## config.mk

```make
export PLATFORM = sky130hd
export DESIGN_NAME = packet_framer_ctrl
export DESIGN_NICKNAME = d
export VERILOG_FILES = /design/src/rtl/packet_framer_ctrl.sv
export SDC_FILE = /design/constraint.sdc
export NUM_CORES = 1
export LEC_CHECK = 0
export ABC_AREA = 0
export ABC_CLOCK_PERIOD_IN_PS = 5940
export CAP_MARGIN = 10
export CORE_MARGIN = 4
export CORE_UTILIZATION = 57
export CTS_CLUSTER_DIAMETER = 150
export DETAILED_ROUTE_END_ITERATION = 16
export PLACE_DENSITY = 0.95
export REMOVE_ABC_BUFFERS = 1
export SYNTH_ARGS = -nofsm -noshare
export SYNTH_HDL_FRONTEND = slang
export SYNTH_SLANG_ARGS = --single-unit
```

## constraint.sdc

```tcl
create_clock -name clk -period 5.94 [get_ports clk]
set_clock_uncertainty 0.2 [all_clocks]
set_input_delay 1.188 -clock clk [delete_from_list [all_inputs] [get_ports clk]]
set_output_delay 1.188 -clock clk [all_outputs]
set_load 0.02 [all_outputs]
```

## src/rtl/packet_framer_ctrl.sv

```systemverilog
// Packet framer: strips STP/SDP/END/EDB/PAD framing from a classified symbol
// stream and emits tagged payload beats through a single-register output stage.
module packet_framer_ctrl #(
  parameter int DLLP_LEN    = 6,
  parameter int TLP_MIN_LEN = 12,
  parameter int TLP_MAX_LEN = 4096,
  parameter int CNT_W       = 13
) (
  input  logic       clk,
  input  logic       rst_n,
  input  logic [7:0] in_data,
  input  logic       in_dk,
  input  logic       in_valid,
  output logic       in_ready,
  output logic [7:0] out_data,
  output logic       out_valid,
  input  logic       out_ready,
  output logic       out_sop,
  output logic       out_eop,
  output logic [1:0] out_kind,
  output logic       out_err,
  output logic       out_null,
  output logic       err_pulse,
  output logic [7:0] err_count
);

  localparam logic [7:0] K_STP = 8'hFB;
  localparam logic [7:0] K_SDP = 8'h5C;
  localparam logic [7:0] K_END = 8'hFD;
  localparam logic [7:0] K_EDB = 8'hFE;
  localparam logic [7:0] K_PAD = 8'hF7;

  localparam logic [CNT_W-1:0] DLLP_LEN_C = CNT_W'(DLLP_LEN);
  localparam logic [CNT_W-1:0] TLP_MIN_C  = CNT_W'(TLP_MIN_LEN);
  localparam logic [CNT_W-1:0] TLP_MAX_C  = CNT_W'(TLP_MAX_LEN);

  typedef enum logic [1:0] {IDLE, IN_TLP, IN_DLLP} state_t;

  state_t             state, state_n;
  logic               hold_valid, hold_valid_n;
  logic [7:0]         hold_data, hold_data_n;
  logic               hold_sop, hold_sop_n;
  logic [CNT_W-1:0]   len, len_n;

  logic               acc;
  logic               emit, b_eop, b_err, b_null;
  logic               ev;
  logic               term, term_err, term_null;
  logic               len_ok;
  logic [1:0]         cur_kind;

  // valid/ready: a symbol moves when in_valid && in_ready; a beat moves when
  // out_valid && out_ready and holds stable until then.
  assign in_ready = !out_valid || out_ready;
  assign acc      = in_valid && in_ready;
  assign cur_kind = (state == IN_DLLP) ? 2'b10 : 2'b01;
  assign len_ok   = (state == IN_DLLP) ? (len == DLLP_LEN_C)
                                       : ((len >= TLP_MIN_C) && (len <= TLP_MAX_C));

  always_comb begin
    state_n      = state;
    hold_valid_n = hold_valid;
    hold_data_n  = hold_data;
    hold_sop_n   = hold_sop;
    len_n        = len;
    emit         = 1'b0;
    b_eop        = 1'b0;
    b_err        = 1'b0;
    b_null       = 1'b0;
    ev           = 1'b0;
    term         = 1'b0;
    term_err     = 1'b0;
    term_null    = 1'b0;
    if (acc) begin
      if (!in_dk) begin
        if (state == IDLE) begin
          ev = 1'b1;
        end else begin
          // A zero length means this is the first payload byte of the packet.
          emit         = hold_valid;
          hold_valid_n = 1'b1;
          hold_data_n  = in_data;
          hold_sop_n   = (len == '0);
          len_n        = (&len) ? len : len + 1'b1;
        end
      end else begin
        case (in_data)
          K_PAD: ;
          K_STP, K_SDP: begin
            term     = (state != IDLE);
            term_err = 1'b1;
            state_n  = (in_data == K_STP) ? IN_TLP : IN_DLLP;
            len_n    = '0;
          end
          K_END: begin
            if (state == IDLE) ev = 1'b1;
            term     = (state != IDLE);
            term_err = !len_ok;
            state_n  = IDLE;
          end
          K_EDB: begin
            if (state == IDLE) ev = 1'b1;
            term      = (state != IDLE);
            term_err  = (state == IN_DLLP);
            term_null = (state == IN_TLP);
            state_n   = IDLE;
          end
          default: begin
            if (state == IDLE) ev = 1'b1;
            term     = (state != IDLE);
            term_err = 1'b1;
            state_n  = IDLE;
          end
        endcase
        if (term) begin
          hold_valid_n = 1'b0;
          if (hold_valid) begin
            emit   = 1'b1;
            b_eop  = 1'b1;
            b_err  = term_err;
            b_null = term_null;
            ev     = term_err;
          end else begin
            ev = 1'b1;
          end
        end
      end
    end
  end

  always_ff @(posedge clk or negedge rst_n) begin
    if (!rst_n) begin
      state      <= IDLE;
      hold_valid <= 1'b0;
      hold_data  <= 8'h00;
      hold_sop   <= 1'b0;
      len        <= '0;
    end else begin
      state      <= state_n;
      hold_valid <= hold_valid_n;
      hold_data  <= hold_data_n;
      hold_sop   <= hold_sop_n;
      len        <= len_n;
    end
  end

  // The beat carries the kind of the packet it belongs to, even on an abort.
  always_ff @(posedge clk or negedge rst_n) begin
    if (!rst_n) begin
      out_valid <= 1'b0;
      out_data  <= 8'h00;
      out_sop   <= 1'b0;
      out_eop   <= 1'b0;
      out_kind  <= 2'b00;
      out_err   <= 1'b0;
      out_null  <= 1'b0;
    end else if (emit) begin
      out_valid <= 1'b1;
      out_data  <= hold_data;
      out_sop   <= hold_sop;
      out_eop   <= b_eop;
      out_kind  <= cur_kind;
      out_err   <= b_err;
      out_null  <= b_null;
    end else if (out_ready) begin
      out_valid <= 1'b0;
    end
  end

  always_ff @(posedge clk or negedge rst_n) begin
    if (!rst_n) begin
      err_pulse <= 1'b0;
      err_count <= 8'h00;
    end else begin
      err_pulse <= ev;
      if (ev && (err_count != 8'hFF)) err_count <= err_count + 8'h01;
    end
  end

endmodule

```

; After elaboration in Yosys (flattened, before gate mapping)
; Index checks and enable logic that the tools add are counted.
[word_totals]
regBits = 49
out_inout_bits = 25
elab_cells = 90
[op_classes]
addsub = 2
n_lt_le_gt_ge = 2
eq_ne = 13
muxes = 39
bitwise = 3
reduce_logical = 17
[op_table]
columns = operator, count
row1 = $mux 13, 4
row2 = $eq 8x8->1 const B, 4
row3 = $mux 1, 31
row4 = $add 13x1->13 const B, 1
row5 = $eq 13x3->1 const B, 1
row6 = $ge 13x4->1 const B, 1
row7 = $le 13x13->1 const B, 1
row8 = $logic_not 13->1, 1
row9 = $reduce_and 13->1, 1
row10 = $reduce_and 3->1, 3
row11 = $add 8x1->8 const B, 1
row12 = $eq 8x7->1 const B, 1
row13 = $ne 8x8->1 const B, 1
row14 = $mux 2, 2
row15 = $ne 2x1->1 const B, 2
row16 = $ne 2x2->1 const B, 2
row17 = $pmux 2 s2, 1
row18 = $reduce_and 4->1, 1
row19 = $reduce_bool 2->1, 2
row20 = $logic_and 1x1->1, 3
row21 = $not 1->1, 3
row22 = $pmux 1 s3, 1
row23 = $reduce_or 3->1, 1
row24 = $eq 2x1->1 const B, 1
row25 = 5 further kinds, 6

; Longest topological paths before layout
; Gate-level depths: netlist (run 1).
[depth]
word_depth = 10
ltp_mapped = 8
mapped_depth_nobuf = 8

; Least setup slack after synthesis (run 1)
; No wires, ideal clock.
[synth_path]
path_type = in2reg
start = input port out_ready
end = register err_count[1]
setup_time_ns = 0.125
arrival_time_ns = 2.671
setup_slack_ns = 2.944
stages = 6
path_cell_list = nand2b_1 -> nand2_1 -> a211oi_1 -> o21ai_2 -> or3_4 -> mux2_4
[synth_via]
elab_chain_cells = 4
[synth_lines]
columns = element, line
row1 = from (decl), 17  ; input logic out_ready,
row2 = $logic_or 1x1->1, 54  ; assign in_ready = !out_valid || out_ready;
row3 = $logic_and 1x1->1, 55  ; assign acc = in_valid && in_ready;
row4 = $mux 1, 74  ; if (acc) begin
row5 = $logic_and 1x1->1, 176  ; if (ev && (err_count != 8'hFF)) err_count <= err_count + 8'h01;
row6 = to (signal assigned), 176
row7 = to (decl), 24  ; output logic [7:0] err_count
; No other way between the ends.
; A chain may end at the register's enable or synchronous reset.

; Worst setup path in the final report (run 1)
[layout_path]
start = input port out_ready
end = output port in_ready
[layout_via]
elab_chain_cells = 1
[layout_lines]
columns = element, line
row1 = $logic_or 1x1->1, 54
row2 = to (decl), 14  ; output logic in_ready,
; No other way between the ends.

==> impl_metrics.csv, run 1 <==
group,metric,value,unit
final_layout,synthToLayoutAreaGrowth,21.5,%
logic_synthesis,synth.top_cell.area_share,50.8,%
cts,cts.path.max_buffers,2,
critical_path,path_class,"input port to primary output",
cts,htree_levels,2,
final_layout,fin_nets,272,
timing,rsz0062_at_grt,"no",
timing,setup_ws,2.04,ns
cts,ctsRootBufferMaster,"clkbuf_8",
critical_path,cp-endpoint,"in_ready",
drt,drt-total-wl,4880,um
floorplanning,io_pins,38,
logic_synthesis,async_flop_share,100,%
drt,post_drt_wl_per_cell,15.9,um
logic_synthesis,synthXorXnorAreaFrac,5.81,%
placed_design,gp_congestion,0.817,
pwr,peakVddDrop,0.000195,V
logic_synthesis,ys_top_cells_by_area,"dfrtp_1 (51%), mux2_2 (9.3%), xor2_1 (5.1%), nor2_1 (3.6%), nand2_1 (2.6%)",
logic_synthesis,avgSynthCellArea,11.2,sq um
logic_synthesis,synth_top_area_cell,"dfrtp_1",
logic_synthesis,synth_top_family_by_area,"simple AND/OR/NAND/NOR gates",
drt,first_pass_iters,4,
global_routing,grt_usage,20.2,%
cts,insertion_delay,0.30,ns
global_routing,grt_max_degree,50,
drt,routed-via-count,1787,
floorplanning,die_area,5340,sq um
timing,relSlewSlack,29.2,%
cts,post-cts-setup-buffers,0,
critical_path,rrSetupSlack,3.29,ns
logic_synthesis,synth_compound_area_share,6.89,%
timing,tns,0,ns
final_layout,antenna_cells,0,
timing,min_period_over_period,65.7,%
cts,clock-sinks,49,
global_routing,grt_pass1_wl,8270,um
logic_synthesis,ys.flop_type,"dfrtp_1",
cts,cts_resized,0,
placed_design,port_buffers,37,
drt,drt_iter0_markers,144,
floorplanning,start_util,59.5,%
run_status,status,"finished clean",
drt,remaining_drc_errors,0,
timing,worstMarginPinSlew,1.06,ns
global_routing,antenna_found_initial,0,
logic_synthesis,ys.warnings.count,0,
logic_synthesis,ys_seq_area_share,50.8,%
critical_path,crit_path_start,"out_ready",
cts,hold_buffers,0,
floorplanning,fp.dieH,73.1,um
floorplanning,core_area,4060,sq um
job,maxCapViolations,0,
final_layout,finish.utilization,72.2,%
placed_design,pre_cts_ws,1.99,ns
global_routing,grt_overflow,0,
critical_path,cp.arrival,2.51,ns
critical_path,critPathLaunchType,"input port",
drt,vias_per_cell,5.84,
final_layout,final_cells,306,
floorplanning,die_w,73.1,um
logic_synthesis,yosys.area_share.simple,21.3,%
critical_path,crit_path_end_kind,"primary output",
critical_path,path_max_fanout,6,
pwr,powerDensity,280,nW/um^2
logic_synthesis,synth_cell_types,51,
logic_synthesis,synth_area,2410,sq um
pwr,leakage,1.34,nW
hold_path,holdPathStages,1,
timing,finalMaxSlewViolations,0,
placed_design,dpl.cell_count,298,
timing,finalCriticalPeriod,3.90,ns
cts,numCtsBuffers,5,
floorplanning,rows,23,
drt,antenna_left,0,
critical_path,rr_worst_depth,6,
critical_path,r2r_start,"state[0]",
final_layout,layout-drive-gt1-share,16.0,%
cts,cts_tree,"yes",
critical_path,critPathRequiredTime,4.55,ns
cts,clk_pin_slew,0.08,ns
timing,hold_violations,0,
logic_synthesis,synth.ff_latch_count,49,
logic_synthesis,synth_enable_flop_cells,0,
critical_path,reg2reg_to,"len[7]",
logic_synthesis,syn_inst,216,
timing,setup_viol,0,
global_routing,grt_pass1_vias,1755,
timing,fmax,256,MHz
logic_synthesis,synth.area.mux_share,11.2,%
logic_synthesis,synthAdderAreaFrac,2.07,%
hold_path,hp-class,"register to register",
placed_design,dp_hpwl,3530,um
==> layout make-up <==
type | count | area [sq um]
repair buffers | 37 | 365
clock inverters | 2 | 37.5
inverters | 4 | 15.0
fillers | 272 | 1130
multi-input cells | 158 | 1140
well taps | 50 | 62.6
flip-flops and latches | 49 | 1230
clock buffers | 6 | 82.6
==> kinds of logic (layout without fill, tap and decap cells) <==
kind of cell / count (synthesis) / after routing
flip-flops: 49 / 49
multiplexers: 24 / 24
adder cells (fa/ha/maj): 4 / 4
AND/OR/NAND/NOR: 92 / 92
XOR/XNOR: 16 / 16
AO/OA/AOI/OAI: 22 / 22
buffers and inverters: 9 / 49
==> where the power goes <==
part / leakage (nW) / internal [W] / total (W) / switching [W]
Combinational: 0.619 / 0.0000886 / 0.000174 / 0.0000855
Clock: 0.0574 / 0.000137 / 0.000246 / 0.000109
Sequential: 0.662 / 0.000366 / 0.000403 / 0.0000369
==> state kept, by name, summed over array words and instances, names as in the netlist <==
signal,count
err_count,8
hold_valid,1
out_err,1
out_kind,2
out_valid,1
len,13
hold_data,8
err_pulse,1
out_null,1
state,2
out_sop,1
hold_sop,1
out_eop,1
out_data,8
==> critical path: stages <==
cell             delay (ns)
clkdlybuf4s50_1        0.45
nand2b_1               0.22
clkdlybuf4s50_1        0.65
==> cell usage after synthesis (3+ instances only) <==
cell and instances:
and3_1 3, buf_2 3, dfrtp_1 49, ha_1 4
inv_1 4, mux2_2 20, nand2_1 17, nand2b_1 4
nand3_1 7, nand4_1 10, nor2_1 23, nor3_1 6
nor4_1 4, o21ai_0 3, xor2_1 14
==> placed cells by master, fill, tap and decap left out, types with 3 or more instances in the layout <==
cell type and count:
nand2_1 17, xor2_1 14, nand4_1 10, ha_1 4, clkbuf_8 6, nand2b_1 4, nand3_1 7, nor2_1 23
nor4_1 4, dfrtp_1 49, mux2_2 20, clkdlybuf4s50_1 36, nor3_1 6, o21ai_0 3, inv_1 4, and3_1 3
==> routing by layer <==
metal / track usage [%] / part of all wire, % / vias up / wire length [um]
li1: - / - / 847 / -
met1: 25.3 / 42 / 880 / 2070
met2: 32.9 / 50 / 50 / 2450
met3: 5.37 / 5.5 / 10 / 270
met4: 8.40 / 1.8 / 0 / 89
met5: 0 / 0 / - / 0
==> worst min path at each step <==
stage          startpoint  endpoint  slack [ns]
2_1_floorplan    hold_sop  hold_sop        0.25
3_3_place_gp      out_eop   out_eop        0.26
3_5_place_dp      out_eop   out_eop        0.27
4_1_cts           out_eop   out_eop        0.28
5_1_grt           out_eop   out_eop        0.30
6_report          out_eop   out_eop        0.28
==> metrics by stage <==
step | cell area, sq um | hold slack [ns] | total power, W
after CTS | 2930 | 0.285 | 0.000832
after global placement | 2810 | 0.259 | 0.000576
after global routing | 2930 | 0.304 | 0.000860
after floorplan | 2380 | 0.246 | 0.000495
final | 2930 | 0.281 | 0.000822
after detailed placement | 2810 | 0.266 | 0.000584
Power figures use the tool's default switching activity.
==> inputs of run 2 (changes only) <==
Settings changed: ABC_CLOCK_PERIOD_IN_PS 5940 to 3700, CORE_UTILIZATION 57 to 53, PLACE_DENSITY 0.95 to 0.91.
Clock period 5.94 ns to 3.7 ns, I/O delays scaled along.
==> impl_metrics.csv, run 2 (same netlist as run 1, synthesis figures left out) <==
group,metric,value,unit
hold_path,min-delay-start,"out_eop",
timing,rsz0062_at_grt,"no",
floorplanning,start_util,55.1,%
hold_path,hp-class,"register to register",
critical_path,cpMaxStageDelayCell,"clkdlybuf4s50_1",
timing,finalCriticalPeriod,2.97,ns
critical_path,cp.arrival,2.03,ns
global_routing,grt_usage,19.1,%
floorplanning,rows,24,
critical_path,crit_path_end_kind,"primary output",
timing,relSlewSlack,31.0,%
timing,tns,0,ns
drt,routed-via-count,1791,
global_routing,grt_pass1_wl,8230,um
pwr,pwr-share-seq,52.6,%
pwr,p_clk_share,24.2,%
run_status,status,"finished clean",
floorplanning,die_w,75.5,um
cts,clk_pin_slew,0.08,ns
cts,cts_resized,0,
critical_path,rr_worst_depth,8,
global_routing,antenna_found_initial,0,
timing,worstMarginPinSlew,1.03,ns
drt,remaining_drc_errors,0,
cts,hold_buffers,0,
critical_path,r2r_start,"len[0]",
timing,finalMaxSlewViolations,0,
drt,drt_iter0_markers,175,
placed_design,port_buffers,37,
final_layout,fillers,346,
critical_path,reg2reg_to,"err_count[1]",
final_layout,final_common_cell,"dfrtp_1",
cts,cts.path.max_buffers,2,
final_layout,final_cell_mix,"dfrtp_1 (49), clkdlybuf4s50_1 (36), nor2_1 (23), mux2_2 (20), nand2_1 (17)",
critical_path,cpMostUsedCell,"clkdlybuf4s50_1",
pwr,powerDensity,422,nW/um^2
critical_path,crit_buf_inv,2,
hold_path,whs_endpoint,"out_eop",
cts,numCtsBuffers,5,
drt,drt-total-wl,4850,um
final_layout,largest-register,"len",
pwr,peakVddDrop,0.000177,V
final_layout,layout-drive-gt1-share,15.5,%
critical_path,path_max_fanout,6,
pwr,switching_power,0.000364,W
pwr,internal_power,0.000864,W
critical_path,path_class,"input port to primary output",
critical_path,path_cells,"clkdlybuf4s50_1 > nand2b_1 > clkdlybuf4s50_1",
final_layout,largest_register_ffs,13,
final_layout,final_cells,310,
cts,post-cts-setup-buffers,0,
drt,vias_per_cell,5.78,
cts,clock-sinks,49,
drt,post_drt_wl_per_cell,15.6,um
critical_path,rrSetupSlack,1.27,ns
floorplanning,fp.dieH,75.5,um
pwr,leakage,1.33,nW
critical_path,critPathTopFamily,"buffers and inverters",
placed_design,dpl.cell_count,302,
critical_path,critPathRequiredTime,2.76,ns
drt,antenna_left,0,
critical_path,critPathLaunchType,"input port",
timing,min_period_over_period,80.3,%
final_layout,fin_nets,274,
final_layout,antenna_cells,0,
timing,fmax,337,MHz
final_layout,multi_input_area,1140,sq um
placed_design,dp_hpwl,3590,um
timing,hold_violations,0,
cts,ctsRootBufferMaster,"clkbuf_8",
placed_design,gp_congestion,0.805,
critical_path,cpPeakStageDelay,0.65,ns
pwr,switching_share,29.6,%
floorplanning,core_area,4380,sq um
cts,cts_tree,"yes",
global_routing,grt_overflow,0,
final_layout,synthToLayoutAreaGrowth,20.5,%
floorplanning,die_area,5700,sq um
floorplanning,io_pins,38,
drt,first_pass_iters,4,
timing,setup_viol,0,
hold_path,holdPathStages,1,
job,maxCapViolations,0,
cts,insertion_delay,0.29,ns
pwr,p_comb_share,23.1,%
cts,htree_levels,2,
global_routing,grt_max_degree,50,
global_routing,grt_pass1_vias,1766,
final_layout,seq_area,1230,sq um
==> run 2: cell count changes in the layout (fill, tap and decap cells not counted), sizes merged <==
| cell | change |
|---|---|
| buf | +2 |
| bufinv | -1 |
| clkbuf | +2 |
| clkinvlp | -1 |
==> run 2: worst max path at each step <==
stage / slack, ns / depth (start not counted) / end / startpoint
2_1_floorplan: 1.0 / 6 / len[7] / out_ready
3_3_place_gp: 0.61 / 7 / err_count[1] / in_data[1]
3_5_place_dp: 0.48 / 7 / err_count[1] / in_data[1]
4_1_cts: 0.72 / 3 / in_ready / out_ready
5_1_grt: 0.64 / 7 / err_count[1] / in_data[1]
6_report: 0.73 / 3 / in_ready / out_ready
==> run 2: metrics by stage <==
step | area [sq um] | util (%) | total power (W) | setup WS (ns) | hold WS, ns
floorplan | 2380 | - | 0.000794 | 0.998 | 0.244
global placement | 2830 | 64.5 | 0.000925 | 0.611 | 0.260
detailed placement | 2830 | 64.5 | 0.000942 | 0.481 | 0.285
CTS | 2910 | 66.4 | 0.00124 | 0.723 | 0.304
global route | 2910 | 66.4 | 0.00129 | 0.638 | 0.318
finish | 2910 | 66.4 | 0.00123 | 0.729 | 0.294
==> run 2: layout make-up <==
class                           count  area share, %
Multi-Input combinational cell    158           39.3
Clock buffer                        8           2.75
Timing Repair Buffer               39           13.1
Tap cell                           52           2.24
Sequential cell                    49           42.2
Inverter                            4          0.516
==> run 2: power by group through the flow <==
stage / registers, W / clock network (W) / logic [W]
global placement: 0.000653 / 0 / 0.000272
global route: 0.000657 / 0.000322 / 0.000307
floorplan: 0.000696 / 0 / 0.0000984
CTS: 0.000646 / 0.000304 / 0.000286
detailed placement: 0.000657 / 0 / 0.000285
finish: 0.000647 / 0.000298 / 0.000284
==> run 2: routing by layer <==
metal | global-route usage [%] | part of all wire [%]
met1 | 23.5 | 43
met2 | 32.7 | 51
met3 | 4.35 | 4.1
met4 | 6.99 | 1.7
met5 | 0 | 0
